`config.mk`:
```
export PLATFORM = sky130hd
export DESIGN_NAME = demod_ch_arbiter
export DESIGN_NICKNAME = d
export VERILOG_FILES = /design/src/rtl/demod_pkg.sv /design/src/rtl/axis_skid_buf.sv /design/src/rtl/demod_ch_arbiter.sv
export SDC_FILE = /design/constraint.sdc
export NUM_CORES = 1
export LEC_CHECK = 0
export ABC_AREA = 1
export CORE_ASPECT_RATIO = 1.25
export CORE_MARGIN = 2
export CORE_UTILIZATION = 36
export CTS_BUF_LIST = sky130_fd_sc_hd__clkbuf_8 sky130_fd_sc_hd__clkbuf_16
export DETAILED_ROUTE_END_ITERATION = 8
export HOLD_SLACK_MARGIN = 0.15
export PLACE_DENSITY = 0.69
export SLEW_MARGIN = 25
export SYNTH_ARGS = -nofsm -noshare
export SYNTH_HDL_FRONTEND = slang
export SYNTH_SLANG_ARGS = --single-unit
```
`constraint.sdc`:
```
create_clock -name s_axis_aclk -period 5.91 [get_ports s_axis_aclk]
set_input_delay 0.8865 -clock s_axis_aclk [delete_from_list [all_inputs] [get_ports s_axis_aclk]]
set_output_delay 0.8865 -clock s_axis_aclk [all_outputs]
set_load 0.01 [all_outputs]
```
`src/rtl/demod_pkg.sv`:
```
// Shared types for the demodulator front end: sample, channel id,
// the tagged beat carried between arbiter and demod, and the arbiter FSM.
package demod_pkg;

    localparam int DW = 24;

    typedef logic signed [DW-1:0] sample_t;
    typedef logic [1:0]           ch_id_t;

    typedef struct packed {
        sample_t d;
        ch_id_t  id;
        logic    last;
    } beat_t;

    typedef enum logic {
        IDLE = 1'b0,
        RUN  = 1'b1
    } arb_state_t;

    // First set bit of mask, searched cyclically upward from start.
    // Returns start when the mask is empty.
    function automatic ch_id_t first_from(
        input logic [3:0] mask,
        input ch_id_t     start
    );
        ch_id_t idx;
        ch_id_t res;
        logic   found;
        res   = start;
        found = 1'b0;
        for (int i = 0; i < 4; i++) begin
            idx = start + ch_id_t'(i);
            if (!found && mask[idx]) begin
                res   = idx;
                found = 1'b1;
            end
        end
        return res;
    endfunction

endpackage

```
`src/rtl/axis_skid_buf.sv`:
```
// Two-entry register slice for a valid/ready stream of any packed type.
// Ports: i_clk, i_rst_n (async, active-low); i_data/i_valid in, o_room
// (fewer than two entries held, registered); o_data/o_valid/i_ready out.
module axis_skid_buf
    import demod_pkg::*;
#(
    parameter type T = beat_t
) (
    input  logic i_clk,
    input  logic i_rst_n,
    input  T     i_data,
    input  logic i_valid,
    output logic o_room,
    output T     o_data,
    output logic o_valid,
    input  logic i_ready
);

    logic [1:0] r_cnt;
    T           r_q0;
    T           r_q1;
    logic       w_pop;
    logic       w_push;

    // Room depends only on stored occupancy, so upstream ready never
    // sees the downstream ready combinationally.
    assign o_room  = (r_cnt != 2'd2);
    assign o_valid = (r_cnt != 2'd0);
    assign o_data  = r_q0;

    assign w_pop  = o_valid & i_ready;
    assign w_push = i_valid & (o_room | w_pop);

    always_ff @(posedge i_clk or negedge i_rst_n) begin
        if (!i_rst_n) begin
            r_cnt <= 2'd0;
            r_q0  <= '0;
            r_q1  <= '0;
        end else begin
            unique case (r_cnt)
                2'd0: begin
                    if (w_push) begin
                        r_q0  <= i_data;
                        r_cnt <= 2'd1;
                    end
                end
                2'd1: begin
                    if (w_push && w_pop) begin
                        r_q0 <= i_data;
                    end else if (w_push) begin
                        r_q1  <= i_data;
                        r_cnt <= 2'd2;
                    end else if (w_pop) begin
                        r_cnt <= 2'd0;
                    end
                end
                default: begin
                    if (w_pop) begin
                        r_q0 <= r_q1;
                        if (w_push) begin
                            r_q1 <= i_data;
                        end else begin
                            r_cnt <= 2'd1;
                        end
                    end
                end
            endcase
        end
    end

endmodule

```
`src/rtl/demod_ch_arbiter.sv`:
```
// Merges NCH per-channel sample streams into one demod stream tagged with
// the channel id (tuser), marking round ends with tlast and counting rounds.
// Ports: s_axis_* per-channel inputs, ch_en enable mask, m_axis_* merged
// output, round_cnt completed rounds. Async active-low s_axis_aresetn.
module demod_ch_arbiter
    import demod_pkg::*;
#(
    parameter int NCH    = 4,
    parameter int DW     = demod_pkg::DW,
    parameter bit STRICT = 1'b1
) (
    input  logic              s_axis_aclk,
    input  logic              s_axis_aresetn,
    input  logic [NCH-1:0]    ch_en,
    input  logic [NCH*DW-1:0] s_axis_tdata,
    input  logic [NCH-1:0]    s_axis_tvalid,
    output logic [NCH-1:0]    s_axis_tready,
    output logic [DW-1:0]     m_axis_tdata,
    output logic [1:0]        m_axis_tuser,
    output logic              m_axis_tlast,
    output logic              m_axis_tvalid,
    input  logic              m_axis_tready,
    output logic [31:0]       round_cnt
);

    arb_state_t     r_state;
    arb_state_t     w_state_nx;
    ch_id_t         r_ptr;
    ch_id_t         w_ptr_nx;
    logic [NCH-1:0] r_en_q;
    logic [NCH-1:0] w_en_nx;
    logic [31:0]    r_round_cnt;

    logic [3:0]     w_en4;
    logic [3:0]     w_ch_en4;
    logic [3:0]     w_vld4;
    logic [3:0]     w_rdy4;
    ch_id_t         w_grant;
    ch_id_t         w_next;
    logic           w_gvalid;
    logic           w_room;
    logic           w_accept;
    logic           w_last;
    logic [DW-1:0]  w_sel;
    beat_t          w_beat;
    beat_t          w_out;
    logic           w_out_valid;

    // Work on 4-bit views so channel ids can index without range games.
    assign w_en4    = 4'(r_en_q);
    assign w_ch_en4 = 4'(ch_en);
    assign w_vld4   = 4'(s_axis_tvalid);

    always_comb begin
        w_grant  = r_ptr;
        w_gvalid = 1'b0;
        if (r_state == RUN) begin
            if (STRICT) begin
                // Owed channel only; others wait even when valid.
                w_grant  = r_ptr;
                w_gvalid = 1'b1;
            end else begin
                w_grant  = first_from(w_en4 & w_vld4, r_ptr);
                w_gvalid = |(w_en4 & w_vld4);
            end
        end
    end

    assign w_rdy4   = (w_gvalid && w_room) ? (4'b0001 << w_grant) : 4'b0000;
    assign s_axis_tready = w_rdy4[NCH-1:0];
    assign w_accept = w_gvalid & w_room & w_vld4[w_grant];

    // The round ends when the next enabled channel wraps to or below grant;
    // in strict order this is exactly the highest enabled channel.
    assign w_next = first_from(w_en4, w_grant + 2'd1);
    assign w_last = (w_next <= w_grant);

    assign w_sel = s_axis_tdata[int'(w_grant)*DW +: DW];

    always_comb begin
        w_beat      = '0;
        w_beat.d    = sample_t'(w_sel);
        w_beat.id   = w_grant;
        w_beat.last = w_last;
    end

    always_comb begin
        w_state_nx = r_state;
        w_ptr_nx   = r_ptr;
        w_en_nx    = r_en_q;
        unique case (r_state)
            IDLE: begin
                if (|ch_en) begin
                    w_state_nx = RUN;
                    w_en_nx    = ch_en;
                    w_ptr_nx   = first_from(w_ch_en4, 2'd0);
                end
            end
            RUN: begin
                if (w_accept) begin
                    w_ptr_nx = w_next;
                    // Mask changes only take effect between rounds.
                    if (w_last) begin
                        w_en_nx  = ch_en;
                        w_ptr_nx = first_from(w_ch_en4, 2'd0);
                        if (!(|ch_en)) begin
                            w_state_nx = IDLE;
                        end
                    end
                end
            end
        endcase
    end

    always_ff @(posedge s_axis_aclk or negedge s_axis_aresetn) begin
        if (!s_axis_aresetn) begin
            r_state <= IDLE;
            r_ptr   <= 2'd0;
            r_en_q  <= '0;
        end else begin
            r_state <= w_state_nx;
            r_ptr   <= w_ptr_nx;
            r_en_q  <= w_en_nx;
        end
    end

    axis_skid_buf #(
        .T (beat_t)
    ) u_skid (
        .i_clk   (s_axis_aclk),
        .i_rst_n (s_axis_aresetn),
        .i_data  (w_beat),
        .i_valid (w_accept),
        .o_room  (w_room),
        .o_data  (w_out),
        .o_valid (w_out_valid),
        .i_ready (m_axis_tready)
    );

    always_ff @(posedge s_axis_aclk or negedge s_axis_aresetn) begin
        if (!s_axis_aresetn) begin
            r_round_cnt <= 32'd0;
        end else if (w_out_valid && m_axis_tready && w_out.last) begin
            r_round_cnt <= r_round_cnt + 32'd1;
        end
    end

    assign m_axis_tvalid = w_out_valid;
    assign m_axis_tdata  = w_out.d;
    assign m_axis_tuser  = w_out.id;
    assign m_axis_tlast  = w_out.last;
    assign round_cnt     = r_round_cnt;

endmodule

```
==> flow_summary.json <==
{
  "crit_slowest_cell": "ha_1",
  "slew_headroom_pct": 37.4,
  "drc": 0,
  "drt-initial-drc-count": 315,
  "peakVddDrop_v": 0.000276,
  "synth.area.top_cells": "dfrtp_1, nand2_1, nor2_1",
  "r2r_cells": 22,
  "clkLatencyLatePin_ns": 0.34,
  "vias": 5390,
  "postLayoutCellArea_um2": 7650,
  "ios": 171,
  "synth.net_count": 870,
  "syn_area_um2": 5520,
  "max_stage_delay_ns": 0.59,
  "rsz0062_at_grt": "false",
  "syn_avg_cell_area_um2": 7.31,
  "cp_max_fo": 64,
  "fp.dieW_um": 115,
  "postCtsHoldBufs": 0,
  "fin_setup_tns_ns": 0,
  "min_period_ns": 4.42,
  "cp_common_cell": "nand2_1",
  "hpwl_um": 11500,
  "status": "finished clean",
  "ys.flop_type": "dfrtp_1",
  "cts_max_level": 3,
  "placed_cell_area_um2": 7330,
  "worstMarginPinSlew_ns": 0.939,
  "root_buffer": "clkbuf_16",
  "ant_nets": 0,
  "gp_congestion": 0.898,
  "synth_seq_area_share_pct": 43.0,
  "synth_cell_type_count": 30,
  "critPathKind": "register to register",
  "synth_top_area_share_pct": 43.0,
  "grt_pass1_vias": 5172,
  "wirelength_um": 15600,
  "antenna_found_initial": 0,
  "port_buffers": 170,
  "clockBufferDepth": 2,
  "end_kind": "register",
  "ys_ff_latch": 95,
  "start_util_pct": 36.8,
  "post_drt_wl_per_cell_um": 14.2,
  "layout_setup_ws_ns": 1.49,
  "ys.warnings.count": 0,
  "cts.sinks": 95,
  "nNetsFinal": 1025,
  "synthTopCellsByCount": "nand2_1, nor2_1, dfrtp_1",
  "cts_tree": "built",
  "cts_made_buffers": 9,
  "grt_start_max_net_pins": 65,
  "post_cts.repair.setup_buffers": 0,
  "n_antenna_cell": 0,
  "clkSlewWorstSetupHoldPaths_ns": 0.07,
  "drive_gt1_share_pct": 4.69,
  "ctsResizeCount": 0,
  "track_usage_pct": 19.6,
  "fmax_ghz": 0.226,
  "p_per_area_nw_per_um2": 483,
  "multiInputGateArea_um2": 2760,
  "whs_endpoint": "round_cnt[31]",
  "async_flop_share_pct": 100,
  "timing.rr.end": "r_ptr[0]",
  "setup_viol": 0,
  "pre_cts_ws_ns": 1.47,
  "synth_top_area_cell": "dfrtp_1",
  "drt_pass1_iterations": 5,
  "syn2layout_area_growth_pct": 38.4,
  "cellLeakagePower_uw": 0.00353,
  "worstPathRequired_ns": 6.15,
  "fill_cells": 1498,
  "finClkSkew_ns": 0.00567,
  "regToRegSetupSlack_ns": 1.49,
  "grt_overflow": 0,
  "hold_path_startpoint": "round_cnt[31]",
  "drv_cap": 0,
  "grt_pass1_wl_um": 25200,
  "die-area_um2": 16400,
  "cp-start-kind": "register",
  "hp-class": "register to register",
  "core-area_um2": 15000,
  "die_y_um": 142,
  "syn_inst": 756,
  "path_cells": "buf_4, inv_2, ha_1, inv_1, nand2_1, nand2_1, nand2_1, nand2_1, a21oi_1, nand2_1, nand2_1, xor2_1, inv_1, ha_1, a21oi_1, nand2_1, nand2_1, nor2_1, nand2_1, o21ai_0, inv_1, nand2_1",
  "final_hold_viol_count": 0,
  "synth_edf_count": 0,
  "critical_path_arrival_ns": 4.66,
  "yosysMostFrequentCell": "nand2_1",
  "seqCellArea_um2": 2380,
  "fp-row-count": 50,
  "post-route-period-util_pct": 74.9,
  "hold_depth": 1,
  "avgViaCountPerCell": 4.91,
  "reg2reg_from": "r_ptr[0]",
  "slew_viol_final": 0
}
==> flip-flops by register name, indices dropped and copies added (netlist names) <==
| register | cells |
|---|---|
| u_skid.r_q1 | 27 |
| round_cnt | 32 |
| r_ptr | 2 |
| r_state | 1 |
| u_skid.r_cnt | 2 |
| r_en_q | 4 |
| u_skid.o_data | 27 |
==> worst max-delay path by stage <==
stage                   from  endpoint  slack [ns]  cells past startpoint
finish              r_ptr[0]  r_ptr[0]        1.49                     22
global route        r_ptr[0]  r_ptr[0]        0.86                     22
CTS                 r_ptr[0]  r_ptr[0]        1.46                     22
detailed placement  r_ptr[0]  r_ptr[0]        1.47                     22
global placement    r_ptr[0]  r_ptr[0]        1.60                     22
floorplan           r_ptr[0]  r_ptr[0]        2.62                     23
==> worst max-delay path: cells and delay by family (launching register included) <==
kind	cells	cell delay, ns
xor+xnor	1	0.19
flops	1	0.32
simple gates	11	1.13
buf+inv	5	1.26
fa+ha+maj	2	0.86
compound gates	3	0.52
==> power by group <==
| group | internal, uW | total, uW | switching [uW] |
|---|---|---|---|
| combinational | 787 | 2020 | 1230 |
| sequential | 894 | 1050 | 151 |
| clock | 372 | 628 | 255 |
| total | 2050 | 3700 | 1640 |
==> per-stage QoR <==
step                      util, %  hold WS (ns)  power [uW]  std cells
after floorplan                 -         0.449        2430        756
after global placement       48.8         0.458        3050       1082
after detailed placement     48.8         0.462        3090       1082
after CTS                    50.9         0.471        3730       1098
after global routing         50.9         0.486        4060       1098
final                        50.9         0.471        3700       1098
==> final cells by class <==
class / count / share of cell area [%]
clock buffer: 9 / 2.95
clock inverter: 7 / 1.24
inverter: 56 / 2.75
multi-input combinational: 572 / 36.1
sequential: 95 / 31.1
tap: 182 / 2.98
timing repair buffer: 177 / 22.9
==> cell families after synthesis <==
family | after synthesis | share of synthesized area, %
xor gates and xnor gates | 30 | 4.76
AOI/OAI and AO/OA | 127 | 12.9
adders and majority gates | 7 | 1.59
DFF | 95 | 43.0
buffers and inverters | 89 | 7.02
and+or+nand+nor | 408 | 30.7
==> cells in the final DEF, fill, tap and decap left out, types with 2 or more instances in the layout <==
| cell type | instances |
|---|---|
| clkbuf_16 | 9 |
| xor2_1 | 21 |
| o21ai_1 | 3 |
| bufinv_16 | 2 |
| ha_1 | 7 |
| inv_1 | 52 |
| inv_6 | 2 |
| a21oi_1 | 7 |
| nand4_1 | 6 |
| nor2_4 | 5 |
| nand3_4 | 2 |
| xnor2_1 | 9 |
| nor2_1 | 104 |
| o22ai_1 | 24 |
| o21ai_0 | 65 |
| clkdlybuf4s50_1 | 169 |
| buf_4 | 8 |
| nand3_2 | 2 |
| nor2_2 | 2 |
| a31oi_1 | 26 |
| nand2_1 | 248 |
| inv_2 | 4 |
| dfrtp_1 | 95 |
| nor3_1 | 17 |
| nand3_1 | 18 |
| clkinv_2 | 2 |
==> routing by layer <==
metal	GRT usage (%)	vias to the layer above	share of wire [%]
li1	-	2744	-
met1	23.6	2478	42
met2	34.4	147	50
met3	4.05	21	6.0
met4	6.72	0	2.1
met5	0	-	0
(Power assumes the default switching activity.)
